**src/rtl/es_dreq_unit_pkg.sv**
```systemverilog
// Shared definitions for the EXE-stage data-request unit: ls_type bit indices,
// SRAM size encodings, FSM states and the held request bundle.
package es_dreq_unit_pkg;

    localparam int unsigned LS_WORD  = 0;
    localparam int unsigned LS_BYTE  = 1;
    localparam int unsigned LS_HALF  = 2;
    localparam int unsigned LS_LEFT  = 3;
    localparam int unsigned LS_RIGHT = 4;
    localparam int unsigned LS_UNS   = 5;

    localparam logic [1:0] SZ_BYTE = 2'd0;
    localparam logic [1:0] SZ_HALF = 2'd1;
    localparam logic [1:0] SZ_WORD = 2'd2;

    typedef enum logic [1:0] {
        IDLE = 2'd0,
        WAIT = 2'd1,
        DONE = 2'd2
    } dreq_state_e;

    typedef struct packed {
        logic        wr;
        logic [1:0]  size;
        logic [3:0]  wstrb;
        logic [31:0] addr;
        logic [31:0] wdata;
    } dreq_fields_t;

endpackage

```
**src/rtl/es_dreq_unit_dreq_align.sv**
```systemverilog
// Combinational strobe/size/wdata/addr generation for one load/store, from
// the access type, the low address bits and the store source register.
module dreq_align
    import es_dreq_unit_pkg::*;
(
    input  logic        is_store,
    input  logic        is_left,
    input  logic        is_right,
    input  logic        is_half,
    input  logic        is_byte,
    input  logic [31:0] vaddr,
    input  logic [31:0] rt,
    output logic [3:0]  wstrb,
    output logic [1:0]  size,
    output logic [31:0] addr,
    output logic [31:0] wdata
);

    logic [1:0] b;
    logic [3:0] strb;

    assign b = vaddr[1:0];

    always_comb begin
        strb  = '0;
        size  = SZ_WORD;
        addr  = vaddr;
        wdata = rt;
        if (is_left) begin
            // ~b == 3-b, so this shifts right by 8*(3-B)
            addr  = {vaddr[31:2], 2'b00};
            wdata = rt >> {~b, 3'b000};
            case (b)
                2'd0:    begin strb = 4'b0001; size = SZ_BYTE; end
                2'd1:    begin strb = 4'b0011; size = SZ_HALF; end
                2'd2:    begin strb = 4'b0111; size = SZ_WORD; end
                default: begin strb = 4'b1111; size = SZ_WORD; end
            endcase
        end else if (is_right) begin
            wdata = rt << {b, 3'b000};
            strb  = 4'b1111 << b;
            case (b)
                2'd0, 2'd1: size = SZ_WORD;
                2'd2:       size = SZ_HALF;
                default:    size = SZ_BYTE;
            endcase
        end else if (is_half) begin
            strb  = b[1] ? 4'b1100 : 4'b0011;
            size  = SZ_HALF;
            wdata = {2{rt[15:0]}};
        end else if (is_byte) begin
            strb  = 4'b0001 << b;
            size  = SZ_BYTE;
            wdata = {4{rt[7:0]}};
        end else begin
            strb  = 4'b1111;
        end
    end

    assign wstrb = is_store ? strb : '0;

endmodule

```
**src/rtl/es_dreq_unit.sv**
```systemverilog
// EXE-stage SRAM-like data-request issue unit with in-flight/cancel tracking.
// Define UNALIGNED_LS_EN to support LWL/LWR/SWL/SWR.
module es_dreq_unit
    import es_dreq_unit_pkg::*;
#(
    parameter int unsigned MAX_OUTST = 2,
    parameter int unsigned CNT_W     = 2
) (
    input  logic        clk,
    input  logic        resetn,
    input  logic        es_valid,
    input  logic        es_mem_re,
    input  logic [5:0]  es_ls_type,
    input  logic [31:0] es_vaddr,
    input  logic [31:0] es_rt_value,
    input  logic        ms_allowin,
    input  logic        ms_ex,
    input  logic        ws_ex,
    input  logic        exc_flush,
    output logic        data_sram_req,
    output logic        data_sram_wr,
    output logic [1:0]  data_sram_size,
    output logic [3:0]  data_sram_wstrb,
    output logic [31:0] data_sram_addr,
    output logic [31:0] data_sram_wdata,
    input  logic        data_sram_addr_ok,
    input  logic        data_sram_data_ok,
    output logic        ms_data_ok,
    output logic        es_mem_ready_go,
    output logic        es_exc_adel_ld,
    output logic        es_exc_ades,
    output logic [1:0]  es_lad
);

    localparam logic [CNT_W-1:0] MAX_C = CNT_W'(MAX_OUTST);

    dreq_state_e      state;
    dreq_fields_t     hold;
    dreq_fields_t     fields_c;
    dreq_fields_t     fields_o;
    logic [CNT_W-1:0] outst_cnt;
    logic [CNT_W-1:0] cancel_cnt;
    logic [CNT_W-1:0] outst_nxt;
    logic             wait_cancel;
    logic             is_left;
    logic             is_right;
    logic             mem_op;
    logic             addr_err;
    logic             issue;
    logic             acc;
    logic             cancel_nz;
    logic             cancel_dec;
    logic             late_cancel;

`ifdef UNALIGNED_LS_EN
    assign is_left  = es_ls_type[LS_LEFT];
    assign is_right = es_ls_type[LS_RIGHT];
    assign mem_op   = es_valid & (|es_ls_type);
`else
    // Unaligned forms degrade to "no memory op" and the shifter folds away
    assign is_left  = 1'b0;
    assign is_right = 1'b0;
    assign mem_op   = es_valid & (|es_ls_type)
                    & ~(es_ls_type[LS_LEFT] | es_ls_type[LS_RIGHT]);
`endif

    assign addr_err = mem_op & ~is_left & ~is_right
                    & ((es_ls_type[LS_HALF] & es_vaddr[0])
                     | (es_ls_type[LS_WORD] & (|es_vaddr[1:0])));

    assign es_exc_adel_ld = addr_err & es_mem_re;
    assign es_exc_ades    = addr_err & ~es_mem_re;
    assign es_lad         = es_vaddr[1:0];

    assign cancel_nz = |cancel_cnt;

    assign issue = mem_op & ~addr_err & ~ms_ex & ~ws_ex & ~exc_flush
                 & ms_allowin & (outst_cnt < MAX_C) & ~cancel_nz;

    dreq_align u_align (
        .is_store (~es_mem_re),
        .is_left  (is_left),
        .is_right (is_right),
        .is_half  (es_ls_type[LS_HALF]),
        .is_byte  (es_ls_type[LS_BYTE]),
        .vaddr    (es_vaddr),
        .rt       (es_rt_value),
        .wstrb    (fields_c.wstrb),
        .size     (fields_c.size),
        .addr     (fields_c.addr),
        .wdata    (fields_c.wdata)
    );
    assign fields_c.wr = ~es_mem_re;

    assign fields_o      = (state == WAIT) ? hold : fields_c;
    assign data_sram_req = (state == WAIT) | ((state == IDLE) & issue);

    assign data_sram_wr    = fields_o.wr;
    assign data_sram_size  = fields_o.size;
    assign data_sram_wstrb = fields_o.wstrb;
    assign data_sram_addr  = fields_o.addr;
    assign data_sram_wdata = fields_o.wdata;

    assign acc         = data_sram_req & data_sram_addr_ok;
    assign cancel_dec  = data_sram_data_ok & cancel_nz;
    assign late_cancel = (state == WAIT) & data_sram_addr_ok & wait_cancel;
    assign outst_nxt   = outst_cnt + CNT_W'(acc) - CNT_W'(data_sram_data_ok);

    assign es_mem_ready_go = ~mem_op | addr_err | ms_ex | ws_ex | acc | (state == DONE);
    assign ms_data_ok      = data_sram_data_ok & ~cancel_nz;

    always_ff @(posedge clk or negedge resetn) begin
        if (!resetn) begin
            state       <= IDLE;
            hold        <= '0;
            wait_cancel <= 1'b0;
            outst_cnt   <= '0;
            cancel_cnt  <= '0;
        end else begin
            case (state)
                IDLE: if (issue && !data_sram_addr_ok) begin
                    state <= WAIT;
                    hold  <= fields_c;
                end
                WAIT: if (data_sram_addr_ok) state <= DONE;
                DONE: if (ms_allowin || exc_flush) state <= IDLE;
                default: state <= IDLE;
            endcase

            // A flush seen while still waiting marks the eventual acceptance as dead
            if (state == WAIT) begin
                if (data_sram_addr_ok) wait_cancel <= 1'b0;
                else if (exc_flush)    wait_cancel <= 1'b1;
            end else begin
                wait_cancel <= 1'b0;
            end

            outst_cnt <= outst_nxt;

            if (exc_flush)
                cancel_cnt <= outst_nxt;
            else
                cancel_cnt <= cancel_cnt + CNT_W'(late_cancel) - CNT_W'(cancel_dec);
        end
    end

endmodule

```
**config.mk**
```make
export PLATFORM = sky130hd
export DESIGN_NAME = es_dreq_unit
export DESIGN_NICKNAME = d
export VERILOG_FILES = /design/src/rtl/es_dreq_unit_pkg.sv /design/src/rtl/es_dreq_unit_dreq_align.sv /design/src/rtl/es_dreq_unit.sv
export SDC_FILE = /design/constraint.sdc
export NUM_CORES = 1
export LEC_CHECK = 0
export ABC_AREA = 1
export BUFFER_PORTS_ARGS = -buffer_cell sky130_fd_sc_hd__clkbuf_2
export CAP_MARGIN = 10
export CORE_MARGIN = 1
export CORE_UTILIZATION = 47
export DETAILED_ROUTE_END_ITERATION = 10
export PLACE_DENSITY_LB_ADDON = 0.1
export SYNTH_ARGS = -nofsm -noshare
export SYNTH_HDL_FRONTEND = slang
export SYNTH_SLANG_ARGS = --single-unit
```
**constraint.sdc**
```tcl
create_clock -name clk -period 2.9 [get_ports clk]
set_clock_uncertainty 0.2 [all_clocks]
set_input_delay 0.58 -clock clk [delete_from_list [all_inputs] [get_ports clk]]
set_output_delay 0.58 -clock clk [all_outputs]
set_load 0.01 [all_outputs]
```
After elaboration in Yosys (flattened, before gate mapping)
Index checks and enable logic that the tools add are counted.
{ "op_classes": {"n_reduce_logical": 9, "muxes": 17, "magnitude_cmp": 1, "shifts": 1, "eq_ne": 6, "n_bitwise": 36, "addsub": 4} }
{ "ops": {"columns": ["operator", "n"], "rows": [
  ["2-to-1 mux 71 bit", 1],
  ["2-to-1 mux 32 bit", 2],
  ["AND 1 bit", 20],
  ["2-to-1 mux 4 bit", 4],
  ["2-to-1 mux 2 bit", 6],
  ["NOT 1 bit", 8],
  ["bitwise OR 1 bit", 8],
  ["one-hot mux 2 bit (3 select lines)", 1],
  ["OR reduction 6 bit", 1],
  ["adder 2 x 1 -> 2 bit", 2],
  ["inequality test 2 x 1 -> 1 bit, second input constant", 2],
  ["OR reduction 2 bit", 2],
  ["left shift 1 x 2 -> 4 bit, first input constant", 1],
  ["subtractor 2 x 1 -> 2 bit", 2],
  ["2-to-1 mux 1 bit", 3],
  ["inequality test 3 bit, second input constant", 1],
  ["AND reduction 3 bit", 1],
  ["equality test 2 x 1 -> 1 bit, second input constant", 1],
  ["equality test 2 bit, second input constant", 1],
  ["zero test 2 bit", 1],
  ["less-than comparator 2 bit, second input constant", 1],
  ["inequality test 2 bit, second input constant", 1],
  ["AND reduction 2 bit", 1],
  ["logical AND 1 bit", 1],
  ["other kinds (2)", 2]
]} }
{ "word_totals": {"register_bits": 78, "elab_cells": 83, "input_bits": 80, "output_inout_bits": 78} }

Depth between registers and ports, before layout
Gate-level depths: netlist of the first run.
{ "depth": {"word_depth": 18, "ltp_mapped": 15, "depth_no_buf": 15} }

By module
Synthesis of the first run repeated with hierarchy kept, for this count alone.
{ "unflattened": {"hier_cells": 1068, "area_unflattened_um2": 6577.6} }
{ "by_module_without_submodules": {"columns": ["mod", "cells_per_inst", "area_per_inst_um2", "n_inst", "seq_area_each_um2"], "rows": [
  ["es_dreq_unit", 613, 4546.9, 1, 1951.9],
  ["dreq_align", 455, 2030.7, 1, 0.0]
]} }

Least setup slack after synthesis of the first run
No wires, ideal clock.
{ "synth_path": {"path_kind": "input port to flip-flop", "startpoint": "in ms_allowin", "endpoint": "reg cancel_cnt[1]", "slack_ns": 0.502, "setup_ns": 0.083, "arrival_ns": 2.116, "path_buffers": 0, "t_required_ns": 2.617, "path_stages": 14, "path_cell_list": "inv_1 > nor2_1 > nand2_1 > nor2_4 > nand3_1 > nand2_1 > nand2_1 > ha_1 > inv_1 > ha_1 > xnor2_1 > xnor2_1 > nand2_1 > o21ai_0"} }
{ "synth_between": {"elab_chain_cells": 9} }
{ "synth_lines": {"columns": ["item", "line_no", "text"], "rows": [
  ["start, declared", "es_dreq_unit.sv:16", "input logic ms_allowin,"],
  ["AND 1 bit (3 in series)", "es_dreq_unit.sv:78", "& ms_allowin & (outst_cnt < MAX_C) & ~cancel_nz;"],
  ["AND 1 bit", "es_dreq_unit.sv:96", "assign data_sram_req = (state == WAIT) | ((state == IDLE) & issue);"],
  ["bitwise OR 1 bit", "es_dreq_unit.sv:96", null],
  ["named net data_sram_req", "es_dreq_unit.sv:20", "output logic data_sram_req,"],
  ["AND 1 bit", "es_dreq_unit.sv:104", "assign acc = data_sram_req & data_sram_addr_ok;"],
  ["adder 2 x 1 -> 2 bit", "es_dreq_unit.sv:107", "assign outst_nxt = outst_cnt + CNT_W'(acc) - CNT_W'(data_sram_data_ok);"],
  ["subtractor 2 x 1 -> 2 bit", "es_dreq_unit.sv:107", null],
  ["named net outst_nxt[1]", "es_dreq_unit.sv:43", "logic [CNT_W-1:0] outst_nxt;"],
  ["2-to-1 mux 2 bit", "es_dreq_unit.sv:140", "if (exc_flush)"],
  ["end signal, assigned", "es_dreq_unit.sv:141", "cancel_cnt <= outst_nxt;"],
  ["end signal, assigned", "es_dreq_unit.sv:143", "cancel_cnt <= cancel_cnt + CNT_W'(late_cancel) - CNT_W'(cancel_dec);"],
  ["end, declared", "es_dreq_unit.sv:42", "logic [CNT_W-1:0] cancel_cnt;"]
]} }
The timed path passes the listed nets, and every way through them passes these cells.
A chain may end at the register's enable or synchronous reset.

Final worst setup path of the first run
{ "layout_path": {"startpoint": "reg state[0]", "endpoint": "out data_sram_wdata[11]"} }
{ "layout_between": {"elab_chain_cells": 2} }
{ "layout_lines": {"columns": ["item", "line_no", "text"], "rows": [
  ["start, declared", "es_dreq_unit.sv:37", "dreq_state_e state;"],
  ["start signal, assigned", "es_dreq_unit.sv:114", "state <= IDLE;"],
  ["start signal, assigned", "es_dreq_unit.sv:122", "state <= WAIT;"],
  ["start signal, assigned", "es_dreq_unit.sv:125", "WAIT: if (data_sram_addr_ok) state <= DONE;"],
  ["equality test 2 x 1 -> 1 bit", "es_dreq_unit.sv:95", "assign fields_o = (state == WAIT) ? hold : fields_c;"],
  ["2-to-1 mux 71 bit", "es_dreq_unit.sv:95", null],
  ["end, declared", "es_dreq_unit.sv:25", "output logic [31:0] data_sram_wdata,"]
]} }
No other way between the ends.

==> metrics.txt, run 1 <==
outcome=finished, final reports clean; Gate Count Post-Synth=687; DR pass1 iterations=5; crit path max fanout=37; Fmax=376.2 MHz; final instance area=5727 um^2; crit path time final=2.658 ns; layout cell share with drive strength beyond 1=23.86%; DRC errors left=0; Rel. slew slack=47.42%; total grt overflow=0; GRT Total Usage=26.83%; worst vdd ir=0.0002898 V; simple-gate portion of the synthesized area=44.63%; vias per cell=5.276; Final Slew Violations=0; Initial Util=48.12%; final core occ=58.86%; layout filler cell count=956; CTS Buffer Depth=2; CP arrival=1.88 ns; TritonCTS clock tree=yes; synth warn=0; P per Cell Area=427.7 nW/um^2; Fin. Hold Viols=0; critical path launch point type=flop; cell area after placement=5555 um^2; cells along the critical path=inv_1 > nor2_4 > inv_2 > buf_4 > nor2_1 > a31oi_1 > clkbuf_2; Area Growth Syn to Fin=22.31%; cell family with the largest share of critical-path delay=buffers and inverters; critical path's slowest cell=dfrtp_1; vias=5081; largest family of logic cells by synthesized area=simple AND/OR/NAND/NOR gates; Yosys cell types=22; global-route wire length before repair=21.40 mm; HP Class=input port to asynchronous set/reset pin; post-synthesis xor/xnor area fraction=0.7483%; die area=10370 um^2; GPL Wtd Cong=0.8321; period utilization=91.65%; Crit path buffers/inverters=4; Root Driver=clkbuf_8; synthesized area per cell=6.815 um^2; Leak=0.003466 uW; largest net degree at the start of global routing=72; number of DRC violations after detailed-routing iteration 0=275; core area=9729 um^2; CP max stage delay=0.42 ns; syn_nets=771; placed cells=947; number of synthesized register bits=78; Mapped Area=4682 um^2; adder-cell share of the synthesized area=1.069%; n_diodes=0; die span in x=101.8 um; final wirelength=13.53 mm; Detail Route Antenna Nets=0; Post-Layout Cell Count=963; Detailed Place HPWL=9.138 mm; CTS Buf Count=9; mux contribution to synthesized area=0%; Ports=158; Setup crit end kind=output pin; Synth Area in Compound Gates=4.490%; CTS Hold Bufs=0; die height=101.8 um; clk slew on worst S/H paths=0.08 ns; max-cap violations=0; NumNets Final=909; vias in the first global route=4371; TNS Setup=0 ns; worst skew pair latency=0.36 ns; sequential area share after synthesis=41.69%; Worst Path Required=2.12 ns; RSZ-0062 raised after global routing=no; Finish-stage setup viols=0; Site Rows=36; worst-margin pin slew=0.7886 ns; Max H-tree Level=3; CTS Sinks=78; initial antenna violation count=0; critical path class=flop to output pin; number of buffers added for setup after CTS=0; WHS=0.01780 ns; Port Buf Inserts=157; DR WL/cell=14.05 um
[worst paths after layout]
kind	cells past startpoint	slack [ns]	to	from
worst max-delay path	7	0.24	data_sram_wdata[11]	state[0]
worst min-delay path	1	0.02	cancel_cnt[0]	resetn
worst max register to register	7	0.55	hold[37]	cancel_cnt[1]
worst min register to register	2	0.27	hold[51]	hold[51]
max in group asynchronous	2	1.86	hold[46]	resetn
min in group clk	3	0.26	hold[63]	es_vaddr[31]
[per-layer routing]
layer / global-route usage (%) / vias to the layer above / wire length, um
met5: 0 / - / 0
li1: - / 2499 / -
met1: 37.17 / 2368 / 6093
met4: 7.363 / 0 / 164
met3: 7.319 / 12 / 974
met2: 41.53 / 202 / 6301
[repair_timing]
action                     4_1_cts  5_1_grt
hold endpoints to repair         0        0
resized for setup                0        1
setup endpoints to repair        0        1
[cell type report]
cell class	instances	area, um^2	share of cell area (%)
multi-input combinational	541	2397	41.86
sequential	78	1952	34.08
timing repair buffer	176	972.2	16.98
tap	133	166.4	2.906
clock buffer	12	145.1	2.534
inverter	19	71.32	1.245
clock inverter	4	22.52	0.3933
[cells in the final DEF (no fill, tap or decap)]
| cell type | n |
|---|---|
| o21ai_1 | 1 |
| or2_1 | 1 |
| buf_4 | 16 |
| inv_2 | 2 |
| o21ai_0 | 16 |
| clkbuf_8 | 10 |
| xnor2_1 | 3 |
| clkbuf_2 | 156 |
| a21oi_1 | 5 |
| buf_12 | 3 |
| clkinv_2 | 3 |
| xor2_1 | 1 |
| nor2_4 | 4 |
| nand3_1 | 12 |
| nand3_4 | 1 |
| clkinvlp_4 | 1 |
| ha_1 | 4 |
| nand2_1 | 375 |
| nand4_1 | 72 |
| a31oi_1 | 16 |
| buf_6 | 1 |
| inv_1 | 17 |
| nor2_2 | 1 |
| nor2_1 | 29 |
| dfrtp_1 | 78 |
| clkbuf_1 | 2 |
[cell usage after synthesis]
cell,instances,share of area (%)
nor2_2,2,0.27
nand3_1,12,1.3
nand3_4,1,0.37
inv_1,18,1.4
o21ai_1,1,0.11
o21ai_0,16,1.7
buf_4,2,0.32
a31oi_1,16,2.1
nand4_1,72,9.6
xor2_1,1,0.19
ha_1,4,1.1
xnor2_1,3,0.56
dfrtp_1,78,42
buf_2,24,2.6
nor2_4,2,0.48
clkbuf_1,16,1.3
or2_1,1,0.13
a21oi_1,5,0.53
inv_2,1,0.080
nand2_1,375,30
buf_6,7,1.7
nor2_1,30,2.4
[sequential cells by signal, summed over array words and instances (netlist names)]
register and flops:
wait_cancel 1, state 2, cancel_cnt 2, outst_cnt 2, hold 71
[through the flow]
step                setup slack, ns  total power, uW
floorplan                    0.5018             1501
global placement             0.3765             1728
detailed placement           0.3554             1741
CTS                          0.1313             2483
global route                 0.1168             2593
finish                       0.2421             2449
[kinds of logic (layout without fill, tap and decap cells)]
kind of cell    count (synthesis)  count (layout)
buf+inv                        68             211
xor+xnor                        4               4
fa+ha+maj                       4               4
simple gates                  495             495
flops                          78              78
compound gates                 38              38
[report_power, final]
part	internal [uW]	switching, uW	total, uW
logic	205	339	544
registers	1140	30.5	1170
clock network	331	401	731
[worst register-to-register path, stage by stage (launching register included)]
cell and delay (ns):
dfrtp_1 0.39, or2_1 0.30, nor2_4 0.15, buf_4 0.31
nand3_4 0.44, buf_12 0.34, nand2_1 0.08, nand2_1 0.05
(Power assumes the default switching activity.)
==> run 2, diff against run 1 <==
ABC_AREA = unset   (was 1)
==> run 2 against run 1 <==
  * Clock power grew 30%
  * Largest cell class unchanged
  * Clock-buffer cell count fell by 1
  * Power rose by 6.2%
==> metrics.txt, run 2 <==
GRT Total Usage=22.81% (-4.0 points); max reg flops=71 (unchanged); Setup crit end kind=output pin; DR pass1 iterations=4 (-1); Yosys cell types=37 (+68%); Post-synth EDFFs=0 (unchanged); CTS Buf Count=9 (unchanged); CP arrival=1.94 ns (+0.06 ns); crit path time final=2.716 ns (+0.05808 ns); die height=101.5 um (-0.34%); worst r2r path cells=10 (+3); met3 usage=4.141% (-3.2 points); Max H-tree Level=3 (unchanged); synth warn=0 (unchanged); Setup WS pre-CTS=0.07269 ns (-0.2828 ns); # resized after CTS=0 (unchanged); CTS Sinks=78 (unchanged); Worst Path Required=2.12 ns (about the same); core area=9415 um^2 (-3.2%); cells along the critical path=clkbuf_2 > buf_4 > nand2b_1 > mux2i_1 > a21oi_1 > clkbuf_2; die span in x=101.5 um (-0.34%); vias per cell=4.969 (-5.8%); Initial Util=49.38% (+1.3 points); Root Driver=clkbuf_8; placed cells=751 (-21%); asr flop ratio synth=100.0% (unchanged); most common cell after layout, fill and taps aside=clkbuf_2; Gate Count Post-Synth=486 (-29%); Sw Pwr=704.2 uW (-8.5%); final wirelength=11.30 mm (-17%); Reg power frac=45.8% (-2.1 points); TNS Setup=0 ns (unchanged); layout cell share with drive strength beyond 1=36.89% (+13 points); Detailed Place HPWL=8.000 mm (-12%); Synth Flop Type=dfrtp_1; met2 GRT Util=37.94% (-3.6 points); most frequent cells in the layout=156 x clkbuf_2, 141 x nand2_1, 78 x dfrtp_1; clk slew on worst S/H paths=0.08 ns (about the same); DRC errors left=0 (unchanged); RSZ-0062 raised after global routing=no; n_diodes=0 (unchanged); max-cap violations=0 (unchanged); total grt overflow=0 (unchanged); count leader, synth=nand2_1; Ports=158 (unchanged); number of synthesized register bits=78 (unchanged); Largest Register=hold; P per Cell Area=454.4 nW/um^2 (+6.2%); worst vdd ir=0.0001904 V (-34%); ranking of synthesized cells by area=dfrtp_1 42%, mux2_4 14%, nand2_1 11%, mux2i_1 11%, a21oi_1 3.2%; Port Buf Inserts=157 (unchanged); Fmax=368.2 MHz (-2.1%); DR WL/cell=14.75 um (+4.9%); cell internal pwr=1896 uW (+13%); period utilization=93.66% (+2.0 points); post-synth top area share=41.98% (+0.29 points); HP Class=input port to asynchronous set/reset pin; layout filler cell count=857 (-10%); CTS Buffer Depth=2 (unchanged); Leak=0.003109 uW (-10%); sequential area share after synthesis=41.98% (+0.29 points); number of buffers added for setup after CTS=0 (unchanged); CP max stage delay=0.48 ns (+0.06 ns); Final Slew Violations=0 (unchanged); CTS Hold Bufs=0 (unchanged); largest net degree at the start of global routing=64 (-11%); synthesized area per cell=9.567 um^2 (+40%); Finish-stage setup viols=0 (unchanged); outcome=finished, final reports clean; most used cell, CP=clkbuf_2; Most Crowded Layer GR=met2; worst-margin pin slew=0.5660 ns (-0.2226 ns); worst skew pair latency=0.34 ns (-0.02 ns); PnR worst setup slack=0.1840 ns (-0.05808 ns); part of the power in combinational logic=17.8% (-4.4 points); switch share=27.09% (-4.4 points); Mapped Area=4649 um^2 (-0.69%); syn_nets=570 (-26%); initial antenna violation count=0 (unchanged); Post-Layout Cell Count=766 (-20%); Post-synth top cells=141 x nand2_1, 78 x dfrtp_1, 49 x mux2i_1; vias=3806 (-25%); Site Rows=35 (-2.8%); GPL Wtd Cong=0.8616 (+3.5%); critical path's slowest cell=nand2b_1; met1 usage=30.31% (-6.9 points); Sequential Area=1952 um^2 (unchanged); die area=10290 um^2 (-0.69%); critical path class=input port to output pin; Rel. slew slack=62.27% (+15 points); global-route wire length before repair=18.14 mm (-15%); Clk network pwr share=36.4% (+6.5 points); crit path max fanout=24 (-35%); Area Growth Syn to Fin=23.06%; critical path launch point type=input port; vias in the first global route=3722 (-15%); Detail Route Antenna Nets=0 (unchanged); Multi-input gate area=2357 um^2 (-1.7%); NumNets Final=717 (-21%); Fin. Hold Viols=0 (unchanged); dominant cell type by area after synthesis=dfrtp_1; number of DRC violations after detailed-routing iteration 0=80 (-71%); TritonCTS clock tree=yes
run 2: worst max-delay path: cells and delay by family:
kind | cells | cell delay [ns]
mux | 1 | 0.32
buf+inv | 3 | 0.46
simple gates | 1 | 0.48
compound gates | 1 | 0.10
run 2: cell type report:
type / instances / area share [%]
repair buffers: 168 / 16.09
well taps: 129 / 2.821
clock inverters: 4 / 1.356
multi-input cells: 349 / 41.20
flip-flops and latches: 78 / 34.11
inverters: 27 / 1.771
clock buffers: 11 / 2.646
run 2: logic make-up after synthesis:
group | share of synthesized area, %
DFF | 41.98
adders and majority gates | 1.076
and+or+nand+nor | 17.14
AOI/OAI and AO/OA | 5.786
muxes | 25.73
buffers and inverters | 7.535
xor gates and xnor gates | 0.7536
run 2: power groups by stage:
| stage | Combinational, uW | Clock (uW) | Sequential, uW |
|---|---|---|---|
| global route | 520 | 1010 | 1200 |
| finish | 462 | 947 | 1190 |
| detailed placement | 471 | 0 | 1210 |
| floorplan | 262 | 0 | 1200 |
| global placement | 459 | 0 | 1210 |
| CTS | 471 | 977 | 1190 |
run 2: layer usage:
layer / wire length, um / up-vias
met2: 5372 / 107
met1: 5232 / 1814
met4: 108 / 0
li1: - / 1875
met3: 582 / 10
met5: 0 / -
run 2: worst paths after layout:
| check | start | to | slack, ns |
|---|---|---|---|
| max in group asynchronous | resetn | hold[15] | 1.88 |
| hold reg to reg | hold[57] | hold[57] | 0.29 |
| min in group clk | es_vaddr[24] | hold[56] | 0.27 |
| hold / removal | resetn | cancel_cnt[1] | 0.02 |
| setup reg to reg | state[1] | cancel_cnt[1] | 0.36 |
| setup / recovery | es_ls_type[2] | data_sram_wdata[9] | 0.18 |
run 2: stage by stage:
step	hold WS, ns	power (uW)	instance area, um^2	util [%]
3_3_place_gp	0.2667	1668	5493	58.34
6_report	0.01831	2600	5722	60.77
4_1_cts	0.02553	2639	5722	60.77
3_5_place_dp	0.2748	1681	5493	58.34
2_1_floorplan	0.08441	1462	4649	-
5_1_grt	0.05020	2728	5722	60.77
==> run 3, diff against run 2 <==
ABC_AREA = 1   (was unset)
CTS_BUF_LIST = sky130_fd_sc_hd__clkbuf_16   (was unset)
==> run 3 against run 2 <==
  * Sequential share of layout area shrank 0.54 points
  * Global-route usage rose by 4.0 points
  * Routed wire length up 20%
  * Sequential cell count stayed put
  * Largest cell class unchanged
  * Largest power group unchanged
  * Highest routed layer unchanged
==> metrics.txt, run 3 (synthesis gave the netlist of run 1 again) <==
critical path's slowest cell=buf_4; # resized after CTS=0 (unchanged); Most Crowded Layer GR=met2; GPL Wtd Cong=0.8321 (-3.4%); TritonCTS clock tree=yes; Clk network pwr share=37.0% (+0.6 points); critical path class=flop to output pin; max-cap violations=0 (unchanged); part of the power in combinational logic=19.9% (+2.1 points); Ports=158 (unchanged); Leak=0.003514 uW (+13%); CP max stage delay=0.55 ns (+0.07 ns); n_diodes=0 (unchanged); Reg power frac=43.1% (-2.7 points); P per Cell Area=469.4 nW/um^2 (+3.3%); Final Slew Violations=0 (unchanged); Fmax=369.7 MHz (+0.42%); CTS Buffer Depth=2 (unchanged); worst-margin pin slew=0.8017 ns (+0.2357 ns); Area Growth Syn to Fin=24.19%; largest net degree at the start of global routing=72 (+13%); cell family with the largest share of critical-path delay=buffers and inverters; RSZ-0062 raised after global routing=no; cell internal pwr=1916 uW (+1.1%); layout cell share with drive strength beyond 1=23.73% (-13 points); total grt overflow=0 (unchanged); met1 usage=37.11% (+6.8 points); Sw Pwr=813.8 uW (+16%); Largest Register=hold; CTS Buf Count=9 (unchanged); global-route wire length before repair=21.42 mm (+18%); outcome=finished, final reports clean; Worst Path Required=2.12 ns (about the same); DR WL/cell=14.10 um (-4.3%); final wirelength=13.58 mm (+20%); die height=101.8 um (+0.34%); CTS Hold Bufs=0 (unchanged); HP Class=input port to asynchronous set/reset pin; GRT Total Usage=26.83% (+4.0 points); Finish-stage setup viols=0 (unchanged); vias in the first global route=4352 (+17%); period utilization=93.27% (-0.39 points); max reg flops=71 (unchanged); clk slew on worst S/H paths=0.06 ns (-0.02 ns); CTS Sinks=78 (unchanged); DRC errors left=0 (unchanged); NumNets Final=909 (+27%); Detail Route Antenna Nets=0 (unchanged); Max H-tree Level=3 (unchanged); vias per cell=5.283 (+6.3%); TNS Setup=0 ns (unchanged); Fin. Hold Viols=0 (unchanged); number of buffers added for setup after CTS=0 (unchanged); core area=9729 um^2 (+3.3%); crit path max fanout=62 (+160%); FF-to-FF setup slack=0.47 ns (+0.11 ns); worst vdd ir=0.0003869 V (+100%); Initial Util=48.12% (-1.3 points); met3 usage=6.977% (+2.8 points); critical path launch point type=flop; Root Driver=clkbuf_16; FF-to-FF Start=state[0]; vias=5088 (+34%); Detailed Place HPWL=9.138 mm (+14%); Crit path buffers/inverters=3 (unchanged); WHS=0.03880 ns (+0.02049 ns); Site Rows=36 (+2.9%); Port Buf Inserts=157 (unchanged); worst skew pair latency=0.34 ns (about the same); Critical path origin=state[0]; number of DRC violations after detailed-routing iteration 0=254 (+220%); Rel. slew slack=46.55% (-16 points); most common cell after layout, fill and taps aside=nand2_1; Setup crit end kind=output pin; cells along the critical path=inv_1 > nor2_4 > buf_4 > nand2_1 > o21ai_0 > clkbuf_2; switch share=29.82% (+2.7 points); die span in x=101.8 um (+0.34%); met2 GRT Util=41.74% (+3.8 points); crit path time final=2.705 ns (-0.01126 ns); DR pass1 iterations=5 (+1); die area=10370 um^2 (+0.69%); most frequent cells in the layout=375 x nand2_1, 156 x clkbuf_2, 78 x dfrtp_1; CP arrival=1.92 ns (-0.02 ns); initial antenna violation count=0 (unchanged)
==> run 3: cell types whose count changed in the layout (fill, tap and decap cells not counted), moves of 4 or more <==
cell / delta
a21oi_1: -25
a31oi_1: +15
buf_4: +9
clkbuf_16: +9
clkbuf_8: -11
inv_1: -8
mux2_4: -44
mux2i_1: -49
nand2_1: +234
nand2b_1: -4
nand3_1: +10
nand4_1: +72
nor2_1: -5
nor2_4: +4
==> run 3: routing by layer <==
metal	part of all wire [%]	wire, um	vias up
met5	0	0	-
met1	45	6070	2375
li1	-	-	2501
met4	1.5	205	0
met2	46	6297	194
met3	7.4	1009	18
==> run 3: per-stage QoR <==
stage	worst slack, ns	instance area, um^2	utilization, %	cells	power [uW]
floorplan	0.5018	4682	-	687	1501
global placement	0.3765	5555	57.10	947	1728
detailed placement	0.3554	5555	57.10	947	1741
CTS	0.1710	5814	59.76	963	2757
global route	0.04516	5814	59.76	963	2865
finish	0.1953	5814	59.76	963	2729
==> run 3: final timing paths <==
path | end | cells after the start
worst max register to register | cancel_cnt[1] | 9
max in group asynchronous | hold[11] | 2
worst max-delay path | data_sram_addr[0] | 6
min in group clk | hold[51] | 2
worst min-delay path | cancel_cnt[0] | 1
worst min register to register | hold[51] | 2
==> run 3: cell type report <==
class	count	area, um^2
multi-input cells	541	2397
flip-flops and latches	78	1952
inverters	19	71.32
repair buffers	176	968.4
well taps	133	166.4
clock buffers	9	225.2
clock inverters	7	33.78
fillers	948	3915
==> run 3: power by group through the flow <==
stage | Combinational, uW | Clock, uW | Sequential (uW)
floorplan | 313 | 0 | 1190
global placement | 534 | 0 | 1190
detailed placement | 546 | 0 | 1190
finish | 544 | 1010 | 1180
CTS | 548 | 1030 | 1180
global route | 608 | 1070 | 1180
